<file path="src/rtl/fma_seq_ctrl_pkg.sv">
// FMA sequencer shared types: float field layout, operand classes, FSM states.
// Latency: n/a (types, constants and a pure classification function).
// Backpressure: n/a.
package fma_seq_ctrl_pkg;

  localparam int SIGN_W = 1;
  localparam int EXP_W  = 8;
  localparam int MANT_W = 23;
  localparam int FP_W   = SIGN_W + EXP_W + MANT_W;

  localparam logic [EXP_W-1:0] EXP_MAX = 8'hFF;
  localparam logic [FP_W-1:0]  QNAN    = 32'h7FC0_0000;

  typedef struct packed {
    logic [SIGN_W-1:0] sign;
    logic [EXP_W-1:0]  exp;
    logic [MANT_W-1:0] mant;
  } fp_t;

  typedef struct packed {
    logic nan;
    logic inf;
    logic zero;
  } cls_t;

  typedef enum logic [2:0] {
    S_IDLE  = 3'd0,
    S_CHECK = 3'd1,
    S_MUL   = 3'd2,
    S_ALIGN = 3'd3,
    S_ADD   = 3'd4,
    S_NORM  = 3'd5,
    S_ROUND = 3'd6,
    S_DONE  = 3'd7
  } state_t;

  // Denormals classify as zero: the datapath always inserts the hidden 1.
  function automatic cls_t classify(fp_t f);
    cls_t c;
    c.nan  = (f.exp == EXP_MAX) && (f.mant != '0);
    c.inf  = (f.exp == EXP_MAX) && (f.mant == '0);
    c.zero = (f.exp == '0);
    return c;
  endfunction

endpackage

</file>
<file path="src/rtl/fma_seq_ctrl_if.sv">
// Operand-in / result-out handshake bundle for the FMA sequencer.
// Latency: n/a (wiring only).
// Backpressure: valid/ready on both directions.
interface fma_seq_ctrl_if;
  logic        in_valid;
  logic        in_ready;
  logic [31:0] data_A;
  logic [31:0] data_B;
  logic [31:0] data_C;
  logic        out_valid;
  logic        out_ready;
  logic [31:0] out_result;
  logic        out_special;

  modport slave (
    input  in_valid, data_A, data_B, data_C, out_ready,
    output in_ready, out_valid, out_result, out_special
  );

  modport master (
    output in_valid, data_A, data_B, data_C, out_ready,
    input  in_ready, out_valid, out_result, out_special
  );
endinterface

</file>
<file path="src/rtl/fma_seq_ctrl_special_chk.sv">
// Screens an A*B+C triple for NaN/Inf/zero-product cases and forms the bypass result.
// Latency: combinational.
// Backpressure: none.
module fma_seq_ctrl_special_chk
  import fma_seq_ctrl_pkg::*;
(
  input  fp_t             a,
  input  fp_t             b,
  input  fp_t             c,
  output logic            is_special,
  output logic [FP_W-1:0] result
);

  cls_t              ca, cb, cc;
  logic [SIGN_W-1:0] sp;
  logic              prod_inf, prod_zero, inf_x_zero, any_nan;

  // Classify operands and pick the bypass result in priority order.
  always_comb begin
    ca         = classify(a);
    cb         = classify(b);
    cc         = classify(c);
    sp         = a.sign ^ b.sign;
    any_nan    = ca.nan | cb.nan | cc.nan;
    prod_inf   = ca.inf | cb.inf;
    prod_zero  = ca.zero | cb.zero;
    inf_x_zero = (ca.inf & cb.zero) | (cb.inf & ca.zero);
    // A zero/denormal C on its own still goes through the datapath.
    is_special = any_nan | prod_inf | cc.inf | prod_zero;
    result     = '0;
    if (any_nan || inf_x_zero || (prod_inf && cc.inf && (c.sign != sp)))
      result = QNAN;
    else if (prod_inf)
      result = {sp, EXP_MAX, {MANT_W{1'b0}}};
    else if (cc.inf)
      result = c;
    else if (!cc.zero)
      result = c;
    else
      result = {sp & c.sign, {(FP_W-SIGN_W){1'b0}}};
  end

endmodule

</file>
<file path="src/rtl/fma_seq_ctrl.sv">
// Sequences the shared FMA datapath MUL->ALIGN->ADD->NORM->ROUND for one op at a time.
// Latency: accept -> out_valid 4+MUL_LAT+ADD_LAT cycles; special operands 1 cycle.
// Backpressure: in_ready only in IDLE or when the DONE result is taken that cycle.
module fma_seq_ctrl
  import fma_seq_ctrl_pkg::*;
#(
  parameter int MUL_LAT = 2,  // multiplier latency, must be >= 1
  parameter int ADD_LAT = 1   // adder latency, must be >= 1
) (
  input  logic             clk,
  input  logic             rst_n,
  fma_seq_ctrl_if.slave    bus,
  output logic [FP_W-1:0]  dp_A,
  output logic [FP_W-1:0]  dp_B,
  output logic [FP_W-1:0]  dp_C,
  output logic             en_mul,
  output logic             en_align,
  output logic             en_add,
  output logic             en_norm,
  output logic             en_round,
  input  logic [FP_W-1:0]  dp_result,
  output logic             busy
);

  localparam int CW = 8;

  state_t            state;
  logic [CW-1:0]     cnt;
  logic              out_valid_q;
  logic              out_special_q;
  logic [FP_W-1:0]   out_result_q;
  logic              in_ready;
  logic              accept;
  logic              spec_hit;
  logic [FP_W-1:0]   spec_res;

  fma_seq_ctrl_special_chk u_special_chk (
    .a          (fp_t'(dp_A)),
    .b          (fp_t'(dp_B)),
    .c          (fp_t'(dp_C)),
    .is_special (spec_hit),
    .result     (spec_res)
  );

  assign in_ready        = (state == S_IDLE) || ((state == S_DONE) && bus.out_ready);
  assign accept          = bus.in_valid && in_ready;
  assign busy            = (state != S_IDLE);
  assign bus.in_ready    = in_ready;
  assign bus.out_valid   = out_valid_q;
  assign bus.out_result  = out_result_q;
  assign bus.out_special = out_special_q;

  // Controller FSM; stage enables and result are registered alongside the state.
  always_ff @(posedge clk or negedge rst_n) begin
    if (!rst_n) begin
      state         <= S_IDLE;
      cnt           <= '0;
      dp_A          <= '0;
      dp_B          <= '0;
      dp_C          <= '0;
      en_mul        <= 1'b0;
      en_align      <= 1'b0;
      en_add        <= 1'b0;
      en_norm       <= 1'b0;
      en_round      <= 1'b0;
      out_valid_q   <= 1'b0;
      out_special_q <= 1'b0;
      out_result_q  <= '0;
    end else begin
      case (state)
        S_IDLE: begin
          if (accept) begin
            dp_A  <= bus.data_A;
            dp_B  <= bus.data_B;
            dp_C  <= bus.data_C;
            state <= S_CHECK;
          end
        end
        S_CHECK: begin
          if (spec_hit) begin
            out_result_q  <= spec_res;
            out_special_q <= 1'b1;
            out_valid_q   <= 1'b1;
            state         <= S_DONE;
          end else begin
            en_mul <= 1'b1;
            cnt    <= CW'(MUL_LAT - 1);
            state  <= S_MUL;
          end
        end
        S_MUL: begin
          if (cnt == '0) begin
            en_mul   <= 1'b0;
            en_align <= 1'b1;
            state    <= S_ALIGN;
          end else begin
            cnt <= cnt - 1'b1;
          end
        end
        S_ALIGN: begin
          en_align <= 1'b0;
          en_add   <= 1'b1;
          cnt      <= CW'(ADD_LAT - 1);
          state    <= S_ADD;
        end
        S_ADD: begin
          if (cnt == '0) begin
            en_add  <= 1'b0;
            en_norm <= 1'b1;
            state   <= S_NORM;
          end else begin
            cnt <= cnt - 1'b1;
          end
        end
        S_NORM: begin
          en_norm  <= 1'b0;
          en_round <= 1'b1;
          state    <= S_ROUND;
        end
        S_ROUND: begin
          en_round      <= 1'b0;
          out_result_q  <= dp_result;
          out_special_q <= 1'b0;
          out_valid_q   <= 1'b1;
          state         <= S_DONE;
        end
        S_DONE: begin
          if (bus.out_ready) begin
            out_valid_q   <= 1'b0;
            out_special_q <= 1'b0;
            if (accept) begin
              // Back-to-back: next operands land while the result leaves.
              dp_A  <= bus.data_A;
              dp_B  <= bus.data_B;
              dp_C  <= bus.data_C;
              state <= S_CHECK;
            end else begin
              state <= S_IDLE;
            end
          end
        end
        default: state <= S_IDLE;
      endcase
    end
  end

endmodule

</file>
<file path="src/flat_wrapper.sv">
// flat-port wrapper written by rule: the top's interface ports become plain ports
module fma_seq_ctrl_flat import fma_seq_ctrl_pkg::*;
#(
  parameter int MUL_LAT = 2,                                     
  parameter int ADD_LAT = 1                                 
)
  (clk, rst_n, dp_A, dp_B, dp_C, en_mul, en_align, en_add, en_norm, en_round, dp_result, busy, bus_in_valid, bus_data_A, bus_data_B, bus_data_C, bus_out_ready, bus_in_ready, bus_out_valid, bus_out_result, bus_out_special);
  fma_seq_ctrl_if bus_i ();
  input  logic clk;
  input  logic rst_n;
  output logic [FP_W-1:0] dp_A;
  output logic [FP_W-1:0] dp_B;
  output logic [FP_W-1:0] dp_C;
  output logic en_mul;
  output logic en_align;
  output logic en_add;
  output logic en_norm;
  output logic en_round;
  input  logic [FP_W-1:0] dp_result;
  output logic busy;
  input wire logic [$bits(bus_i.in_valid)-1:0] bus_in_valid;
  input wire logic [$bits(bus_i.data_A)-1:0] bus_data_A;
  input wire logic [$bits(bus_i.data_B)-1:0] bus_data_B;
  input wire logic [$bits(bus_i.data_C)-1:0] bus_data_C;
  input wire logic [$bits(bus_i.out_ready)-1:0] bus_out_ready;
  output wire logic [$bits(bus_i.in_ready)-1:0] bus_in_ready;
  output wire logic [$bits(bus_i.out_valid)-1:0] bus_out_valid;
  output wire logic [$bits(bus_i.out_result)-1:0] bus_out_result;
  output wire logic [$bits(bus_i.out_special)-1:0] bus_out_special;
  assign bus_i.in_valid = bus_in_valid;
  assign bus_i.data_A = bus_data_A;
  assign bus_i.data_B = bus_data_B;
  assign bus_i.data_C = bus_data_C;
  assign bus_i.out_ready = bus_out_ready;
  assign bus_in_ready = bus_i.in_ready;
  assign bus_out_valid = bus_i.out_valid;
  assign bus_out_result = bus_i.out_result;
  assign bus_out_special = bus_i.out_special;
  fma_seq_ctrl #(.MUL_LAT(MUL_LAT), .ADD_LAT(ADD_LAT)) u_core (.clk(clk), .rst_n(rst_n), .bus(bus_i), .dp_A(dp_A), .dp_B(dp_B), .dp_C(dp_C), .en_mul(en_mul), .en_align(en_align), .en_add(en_add), .en_norm(en_norm), .en_round(en_round), .dp_result(dp_result), .busy(busy));
endmodule
</file>
<file path="config.mk">
export PLATFORM = sky130hd
export DESIGN_NAME = fma_seq_ctrl_flat
export DESIGN_NICKNAME = d
export VERILOG_FILES = /design/src/rtl/fma_seq_ctrl_pkg.sv /design/src/rtl/fma_seq_ctrl_if.sv /design/src/rtl/fma_seq_ctrl_special_chk.sv /design/src/rtl/fma_seq_ctrl.sv /design/src/flat_wrapper.sv
export SDC_FILE = /design/constraint.sdc
export NUM_CORES = 1
export LEC_CHECK = 0
export ABC_AREA = 1
export CAP_MARGIN = 20
export CORE_ASPECT_RATIO = 1.75
export CORE_UTILIZATION = 34
export DETAILED_ROUTE_END_ITERATION = 10
export PLACE_DENSITY_LB_ADDON = 0.15
export SLEW_MARGIN = 0
export SYNTH_ARGS = -nofsm -noshare
export SYNTH_HDL_FRONTEND = slang
export SYNTH_SLANG_ARGS = --single-unit
</file>
<file path="constraint.sdc">
create_clock -name clk -period 4.8 [get_ports clk]
set_clock_uncertainty 0.05 [all_clocks]
set_input_delay 0.48 -clock clk [delete_from_list [all_inputs] [get_ports clk]]
set_output_delay 0.48 -clock clk [all_outputs]
set_load 0.05 [all_outputs]
</file>
### After elaboration in Yosys (flattened, before gate mapping)

Cells that the tools add are included.

| cells by class | value |
|---|---|
| reduce and logical (&&, ||, !) cells | 44 |
| add/sub/neg operators | 1 |
| muxes and demuxes | 37 |
| bitwise gates (word level) | 12 |
| equal/unequal tests | 18 |

Operators by type and width:

| kind | count |
|---|---|
| 32-bit two-way mux | 11 |
| 32-bit case mux with 2 select lines | 4 |
| 23-bit zero test | 3 |
| 23-bit nonzero test | 3 |
| 8-bit zero test | 4 |
| 8-bit == test, second input constant | 3 |
| 3-bit case mux with 8 select lines | 1 |
| 8-bit case mux with 3 select lines | 1 |
| 8-bit two-way mux | 2 |
| 3-bit two-way mux | 5 |
| 2-bit nonzero test | 7 |
| 3-bit == test, second input constant | 4 |
| 1-bit logical AND | 10 |
| 1-bit case mux with 2 select lines | 5 |
| 2-bit AND reduction | 5 |
| 3-bit AND reduction | 3 |
| 3-bit nonzero test | 3 |
| 2-bit by 1-bit inequality test with 1-bit output, second input constant | 4 |
| 1-bit OR | 8 |
| 8-bit by 1-bit subtractor with 8-bit output, second input constant | 1 |
| 3-bit by 2-bit == test with 1-bit output, second input constant | 2 |
| 1-bit two-way mux | 6 |
| 2-bit inequality test, second input constant | 3 |
| 1-bit case mux with 3 select lines | 2 |
| 8 further kinds | 12 |

| storage, ports and cells | value |
|---|---|
| flip-flop bits (word level) | 146 |
| bits of input ports | 132 |
| output and inout port bits | 137 |
| logic and storage cells | 125 |

### Logic depth before layout (Yosys ltp)

Gate-level depths: netlist of run 1.

| logic depth | value |
|---|---|
| depth in word-level cells | 9 |
| mapped depth | 15 |
| gate-level depth less buffers | 14 |

### Hierarchy

Synthesis of run 1 repeated with hierarchy kept, for this count alone.

| unflattened totals | value |
|---|---|
| cells, all modules | 742 |
| area, all modules | 7,418.4 um^2 |

By module, submodules not included:

| module | times used | area an instance (um^2) | cells each |
|---|---|---|---|
| fma_seq_ctrl | 1 | 6,339.8 | 542 |
| fma_seq_ctrl_special_chk | 1 | 1,078.5 | 200 |

### Least setup slack after synthesis of run 1

Ideal clock, no wire load.

| timing | value |
|---|---|
| path type | flip-flop to flip-flop |
| from | register u_core.state[2] |
| to | register u_core.dp_C[31] |
| period minus slack after synthesis | 2,492 ps |
| library setup time | 120 ps |
| setup slack | 2,308 ps |
| required time | 4,630 ps |
| path buffers | 4 |
| cell stages (with the launch flop) | 12 |
| arrival | 2,323 ps |
| cell sequence | dfrtp_1 buf_4 clkinv_1 nand2_1 a21oi_2 and2_1 buf_4 inv_2 buf_6 buf_4 nand2_1 nand2_1 |

| between the ends | value |
|---|---|
| longest elaborated chain between the ends | 7 |

Ends and longest elaborated chain:

| what | RTL line | source |
|---|---|---|
| start: declaration | fma_seq_ctrl.sv:27 | `state_t state;` |
| start signal: assignment | fma_seq_ctrl.sv:56 | `state <= S_IDLE;` |
| start signal: assignment | fma_seq_ctrl.sv:76 | `state <= S_CHECK;` |
| start signal: assignment | fma_seq_ctrl.sv:84 | `state <= S_DONE;` |
| 3-bit == test | fma_seq_ctrl.sv:45 | `assign in_ready = (state == S_IDLE) \|\| ((state == S_DONE) && bus.out_ready);` |
| 1-bit logical AND | fma_seq_ctrl.sv:45 |  |
| 1-bit logical OR * | fma_seq_ctrl.sv:45 |  |
| via bus_in_ready | flat_wrapper.sv:26 | `output wire logic [$bits(bus_i.in_ready)-1:0] bus_in_ready;` |
| 1-bit logical AND * | fma_seq_ctrl.sv:46 | `assign accept = bus.in_valid && in_ready;` |
| 32-bit two-way mux * | - |  |
| 32-bit two-way mux | - |  |
| 32-bit case mux with 2 select lines * | fma_seq_ctrl.sv:70 | `case (state)` |
| end signal: assignment | fma_seq_ctrl.sv:75 | `dp_C <= bus.data_C;` |
| end signal: assignment | fma_seq_ctrl.sv:135 | `dp_C <= bus.data_C;` |
| end: declaration | fma_seq_ctrl.sv:15 | `output logic [FP_W-1:0] dp_C,` |

The timed path passes the listed nets; every way through them passes the cells marked *. The select of a mux whose other input is x is not followed.
A chain may end at the register's enable or synchronous reset.

### Final worst setup path of run 1

| timing | value |
|---|---|
| from | register u_core.state[2] |
| to | output port busy |

| between the ends | value |
|---|---|
| longest elaborated chain between the ends | 1 |

Ends and longest elaborated chain:

| what | RTL line | source |
|---|---|---|
| 3-bit nonzero test | fma_seq_ctrl.sv:47 | `assign busy = (state != S_IDLE);` |
| end: declaration | flat_wrapper.sv:20 | `output logic busy;` |

No other way between the ends.

==> results of run 1 <==
Yosys cell counts (all sizes together):
cell type	instances	share of area, %
nand2	422	23
o21ai	32	2.8
buf	25	2.7
o22ai	1	0.089
nand3	69	5.0
nand3b	1	0.11
clkbuf	15	0.80
nor3	3	0.21
or2	34	3.0
dfrtp	146	52
o21bai	1	0.11
a21o	1	0.11
xor2	1	0.12
a21oi	6	0.48
nand4	20	1.8
inv	39	2.2
nor2	81	4.8
ha	2	0.36
and2	1	0.089
clkinv	2	0.11
a31oi	1	0.089
per-stage QoR:
stage	worst slack (ps)	utilization, %	hold WS (ps)	instance area [um^2]
after floorplan	2310	-	134	7040
after global placement	2050	48.4	411	9810
after detailed placement	2020	48.4	414	9810
after CTS	2040	51.2	171	10400
after global routing	1900	51.4	189	10400
final	2070	51.4	96.9	10400
state kept, by name, summed over array words and instances (netlist names):
signal	flops
u_core.en_round	1
u_core.cnt	8
u_core.bus.out_special	1
u_core.dp_A	32
u_core.dp_C	32
u_core.bus.out_valid	1
u_core.en_mul	1
u_core.state	3
u_core.en_add	1
u_core.bus.out_result	32
u_core.en_norm	1
u_core.dp_B	32
u_core.en_align	1
worst max-delay path, cell delays in order (launching register included):
cell and delay (ps):
dfrtp_1 530, clkinv_1 240, nand2_1 180, clkdlybuf4s50_1 830
kinds of logic (layout without fill, tap and decap cells):
| group | count (synthesis) | in the layout |
|---|---|---|
| AND/OR/NAND/NOR | 631 | 631 |
| flip-flops | 146 | 146 |
| buffers and inverters | 81 | 346 |
| AO/OA/AOI/OAI | 42 | 42 |
| adder cells (fa/ha/maj) | 2 | 2 |
| XOR/XNOR | 1 | 1 |
| other | 0 | 1 |
final cells by class:
class	count	area, um^2	share of cell area [%]
tap	248	310	2.97
timing repair buffer	273	2750	26.4
clock inverter	10	109	1.04
sequential	146	3650	35.0
inverter	41	159	1.52
antenna	1	2.50	0.0240
clock buffer	22	464	4.45
multi-input combinational	676	2980	28.6
how the worst max path moves through the flow:
stage / cells past startpoint / slack [ps] / endpoint
floorplan: 11 / 2310 / u_core.dp_C[31]$_DFFE_PN0P_
global placement: 8 / 2050 / u_core.dp_C[31]$_DFFE_PN0P_
detailed placement: 8 / 2020 / u_core.dp_B[29]$_DFFE_PN0P_
CTS: 3 / 2040 / busy
global route: 8 / 1900 / u_core.dp_A[20]$_DFFE_PN0P_
finish: 3 / 2070 / busy
power groups by stage:
stage	combinational (W)	sequential (W)	clock (W)
2_1_floorplan	0.00159	0.00402	0
3_3_place_gp	0.00489	0.00230	0
3_5_place_dp	0.00491	0.00232	0
4_1_cts	0.00493	0.00230	0.00134
5_1_grt	0.00528	0.00239	0.00139
6_report	0.00488	0.00230	0.00131
metal layers:
metal	global-route usage, %	routed length [um]	vias to the layer above
met5	0	0	-
met4	8.67	534	0
met3	5.94	1280	26
met2	37.5	11500	211
met1	22.9	8330	3037
li1	-	-	3330
==> results by group, run 1 <==
Outcome
  – Status: finished clean

Layout
  – Commonest non-fill, non-tap cell in the layout: nand2_1
  – Cell Count, Final, Fillers Out: 1417
  – Fill cells: 1950
  – Share of layout cells above drive strength 1: 7.71%
  – Area Growth Syn to Fin: 48.2%
  – Most frequent cells in the layout: nand2_1, clkdlybuf4s50_1, dfrtp_1
  – Total Nets Final: 1289

Floorplan
  – Die width: 111 um
  – Number of primary I/O pins: 269
  – Initial Util: 34.7%
  – Core area: 0.0203 mm^2
  – Cell row count: 69
  – Die Area: 0.0213 mm^2
  – Chip height: 192 um

Power
  – Seq pwr share: 27.1%
  – Power Total: 0.00849 W
  – Clk pwr share: 15.4%
  – Power Internal: 0.00416 W
  – Peak VDD IR: 0.473 mV
  – Leakage power: 5.02 nW
  – Switch Pwr: 0.00432 W
  – Comb power frac: 57.5%
  – PD cells: 814 mW/mm^2
  – Sw Share: 50.9%

Timing
  – Rel. slew slack: 32.3%
  – Max Clk Rate: 366 MHz
  – Pins Over Slew Limit: 0
  – Hold violation count in the final report: 0
  – Tmin final: 2730 ps
  – Fin crit share: 56.9%
  – Final setup TNS: 0 ps
  – Final setup viols: 0
  – RSZ-0062 raised after global routing: no
  – Worst-margin pin slew: 1010 ps

Synthesis
  – Sequential area share after synthesis: 51.9%
  – Compound-gate portion of the synthesized area: 3.68%
  – Mapped Nets: 1037
  – Xor/xnor share of the synthesized area: 0.124%
  – Mapped Area: 0.00704 mm^2
  – Synth Area in Adders: 0.355%
  – Syn_area_per_cell: 7.80 um^2
  – Cells after Synth: 903
  – Main combinational cell family by area after synthesis: simple AND/OR/NAND/NOR gates
  – Number of synthesized register bits: 146
  – Cell variety after synth: 37
  – Post-synthesis mux area share: 0%
  – Simple-gate share of the synthesized area: 38.2%
  – Syn. warnings: 0

Clock tree
  – Root buffer cell: clkbuf_16
  – # Post-CTS Setup Buffers: 0
  – Reg clk slew, reported paths: 60 ps
  – H-tree Lvls: 4
  – Max Buffers Root-to-Sink: 2
  – CTS tree: built
  – Inserted Clock Buffers: 17
  – Clk sinks: 146
  – Clk Latency, worst-skew pair: 430 ps
  – CTS Hold Bufs: 0
  – Cts repair resizes: 0

Routing
  – Initial drt markers: 383
  – Drt drc: 0
  – Drt pass-1 iters: 6
  – Vias/cell: 4.66
  – ANT nets after route: 0
  – Routed wire length: 21700 um
  – Via count: 6604
  – WL per Instance: 15.3 um

Hold path
  – Hold crit path type: in -> async

Worst setup path
  – Worst R2R Path Depth: 8
  – Worst endpoint data arrival time: 2200 ps
  – FF-to-FF End: u_core.dp_B[29]$_DFFE_PN0P_
  – Kind of critical path: reg -> out
  – CP Launch Point: u_core.state[2]$_DFFE_PN0P_
  – CP Capture Type: output port
  – R2r setup slk: 2180 ps
  – R2R Path Start: u_core.state[2]$_DFFE_PN0P_
  – Critical path startpoint category: flop
  – Worst EP required: 4270 ps
  – Max Fanout on Critical Path: 8

Global routing
  – Initial antenna violation count: 1
  – GRT Resource Usage Total: 20.8%
  – Vias in the first global route: 6527
  – Largest net degree at the start of global routing: 109
  – Total gr overflow: 0
  – Global-route wire length before repair: 34400 um

Placed design
  – DP Wirelength: 15500 um
  – Port Buf Inserts: 268
  – GPL Wtd Cong: 0.812
  – DP Cell Count: 1382

Job
  – Total of max-cap violations: 0
No activity file was read; power rests on OpenSTA's default activity.
==> run 2: changes to the inputs <==
clock period = 2.7 ns   (was 4.8 ns; I/O delays follow)
==> run 2 against run 1 <==
Register-to-register slack worse by 1800 ps; sequential power up 79%; critical endpoint unchanged; flip-flop and latch count unchanged; sequential share of layout area down 0.29 points; clock-buffer cell count up 1.
==> results by group, run 2 (same netlist as run 1, synthesis figures left out) <==
Placed design
  – GPL Wtd Cong: 0.815
  – DP Wirelength: 16200 um
  – DP Cell Count: 1386
  – Dpl ws: 381 ps
  – Port Buf Inserts: 268

Layout
  – Total Nets Final: 1292
  – Commonest non-fill, non-tap cell in the layout: nand2_1
  – Share of layout cells above drive strength 1: 7.94%
  – Most frequent cells in the layout: nand2_1, clkdlybuf4s50_1, dfrtp_1
  – Area of the multi-input gates: 0.00298 mm^2
  – Final core utilization: 51.8%
  – Ant diodes: 0
  – Area Growth Syn to Fin: 49.4%
  – Cell Count, Final, Fillers Out: 1419
  – Fill cells: 1944
  – Sequential Area: 0.00365 mm^2

Routing
  – Met2 routed WL: 11900 um
  – Initial drt markers: 306
  – ANT nets after route: 0
  – WL per Instance: 15.5 um
  – Drt pass-1 iters: 4
  – Met1 wire length: 8380 um
  – Vias/cell: 4.69
  – Routed wire length: 22000 um
  – Highest routed layer: met4
  – Met3 routed WL: 1140 um
  – Drt drc: 0
  – Via count: 6652

Global routing
  – Initial antenna violation count: 0
  – Global-route wire length before repair: 34500 um
  – Vias in the first global route: 6520
  – Largest net degree at the start of global routing: 99
  – GRT Resource Usage Total: 21.0%
  – Total gr overflow: 0

Clock tree
  – CTS tree: built
  – Clk Latency, worst-skew pair: 420 ps
  – Root buffer cell: clkbuf_16
  – Clk sinks: 146
  – Inserted Clock Buffers: 17
  – H-tree Lvls: 4
  – Reg clk slew, reported paths: 60 ps
  – Max Buffers Root-to-Sink: 2

Timing
  – Worst-margin pin slew: 1030 ps
  – Final setup viols: 0
  – Max Clk Rate: 394 MHz
  – RSZ-0062 raised after global routing: no
  – Final setup TNS: 0 ps
  – Fin crit share: 94.0%
  – Hold violation count in the final report: 0
  – Tmin final: 2540 ps
  – Rel. slew slack: 31.4%
  – Final setup margin: 163 ps
  – Pins Over Slew Limit: 0

Floorplan
  – Number of primary I/O pins: 269
  – Core area: 0.0203 mm^2
  – Initial Util: 34.7%
  – Chip height: 192 um
  – Die width: 111 um
  – Cell row count: 69
  – Die Area: 0.0213 mm^2

Power
  – Seq pwr share: 26.9%
  – Leakage power: 5.05 nW
  – Switch Pwr: 0.00772 W
  – Clk pwr share: 16.1%
  – PD cells: 1450 mW/mm^2
  – Comb power frac: 57.0%
  – Power Internal: 0.00757 W
  – Sw Share: 50.5%
  – Peak VDD IR: 0.795 mV

Worst setup path
  – Worst endpoint data arrival time: 2220 ps
  – Kind of critical path: reg -> out
  – CP Capture Type: output port
  – Critical path startpoint category: flop
  – Max Fanout on Critical Path: 8
  – Worst EP required: 2380 ps

Job
  – Total of max-cap violations: 0

Hold path
  – Hold crit path type: in -> async

Outcome
  – Status: finished clean
run 2: power groups by stage:
| stage | sequential (W) | combinational, W | clock (W) |
|---|---|---|---|
| after floorplan | 0.00714 | 0.00283 | 0 |
| after global placement | 0.00412 | 0.00877 | 0 |
| after detailed placement | 0.00414 | 0.00881 | 0 |
| after CTS | 0.00412 | 0.00884 | 0.00252 |
| after global routing | 0.00425 | 0.00940 | 0.00262 |
| final | 0.00411 | 0.00872 | 0.00246 |
run 2: final timing paths:
check	startpoint	cells past startpoint	slack [ps]	endpoint
worst max-delay path	u_core.state[2]$_DFFE_PN0P_	3	160	busy
worst min-delay path	rst_n	2	320	u_core.cnt[4]$_DFFE_PN0P_
worst max register to register	u_core.dp_A[13]$_DFFE_PN0P_	12	410	u_core.bus.out_valid$_DFFE_PN0P_
worst min register to register	u_core.en_round$_DFFE_PN0P_	2	420	u_core.en_round$_DFFE_PN0P_
max in group asynchronous	rst_n	3	1470	u_core.dp_B[20]$_DFFE_PN0P_
min in group clk	bus_data_A[15]	3	330	u_core.dp_A[15]$_DFFE_PN0P_
run 2: critical path, stage by stage (launching register included):
cell             delay, ps
dfrtp_1                550
clkinv_1               210
nand2_1                190
clkdlybuf4s50_1        840
run 2: repair_timing:
item | in CTS | in global routing
endpoints found under the hold margin | 54 | 0
hold buffers | 1 | 0
resized for setup | 0 | 0
buffers inserted | 0 | 0
run 2: through the flow:
step / total power (W) / area (um^2) / hold slack [ps]
2_1_floorplan: 0.00998 / 7040 / -75.6
3_3_place_gp: 0.0129 / 9890 / 227
3_5_place_dp: 0.0129 / 9890 / 228
4_1_cts: 0.0155 / 10500 / 302
5_1_grt: 0.0163 / 10500 / 321
6_report: 0.0153 / 10500 / 319
run 2: area by class of cell:
| class | count | share of cell area, % |
|---|---|---|
| Sequential cell | 146 | 34.7 |
| Multi-Input combinational cell | 676 | 28.4 |
| Timing Repair Buffer | 276 | 26.6 |
| Clock buffer | 23 | 4.64 |
| Tap cell | 248 | 2.95 |
| Inverter | 41 | 1.51 |
| Clock inverter | 9 | 1.21 |
run 2: metal layers:
layer | global-route usage (%) | vias up
li1 | - | 3339
met1 | 23.0 | 3074
met2 | 38.0 | 205
met3 | 5.24 | 34
met4 | 9.69 | 0
met5 | 0 | -
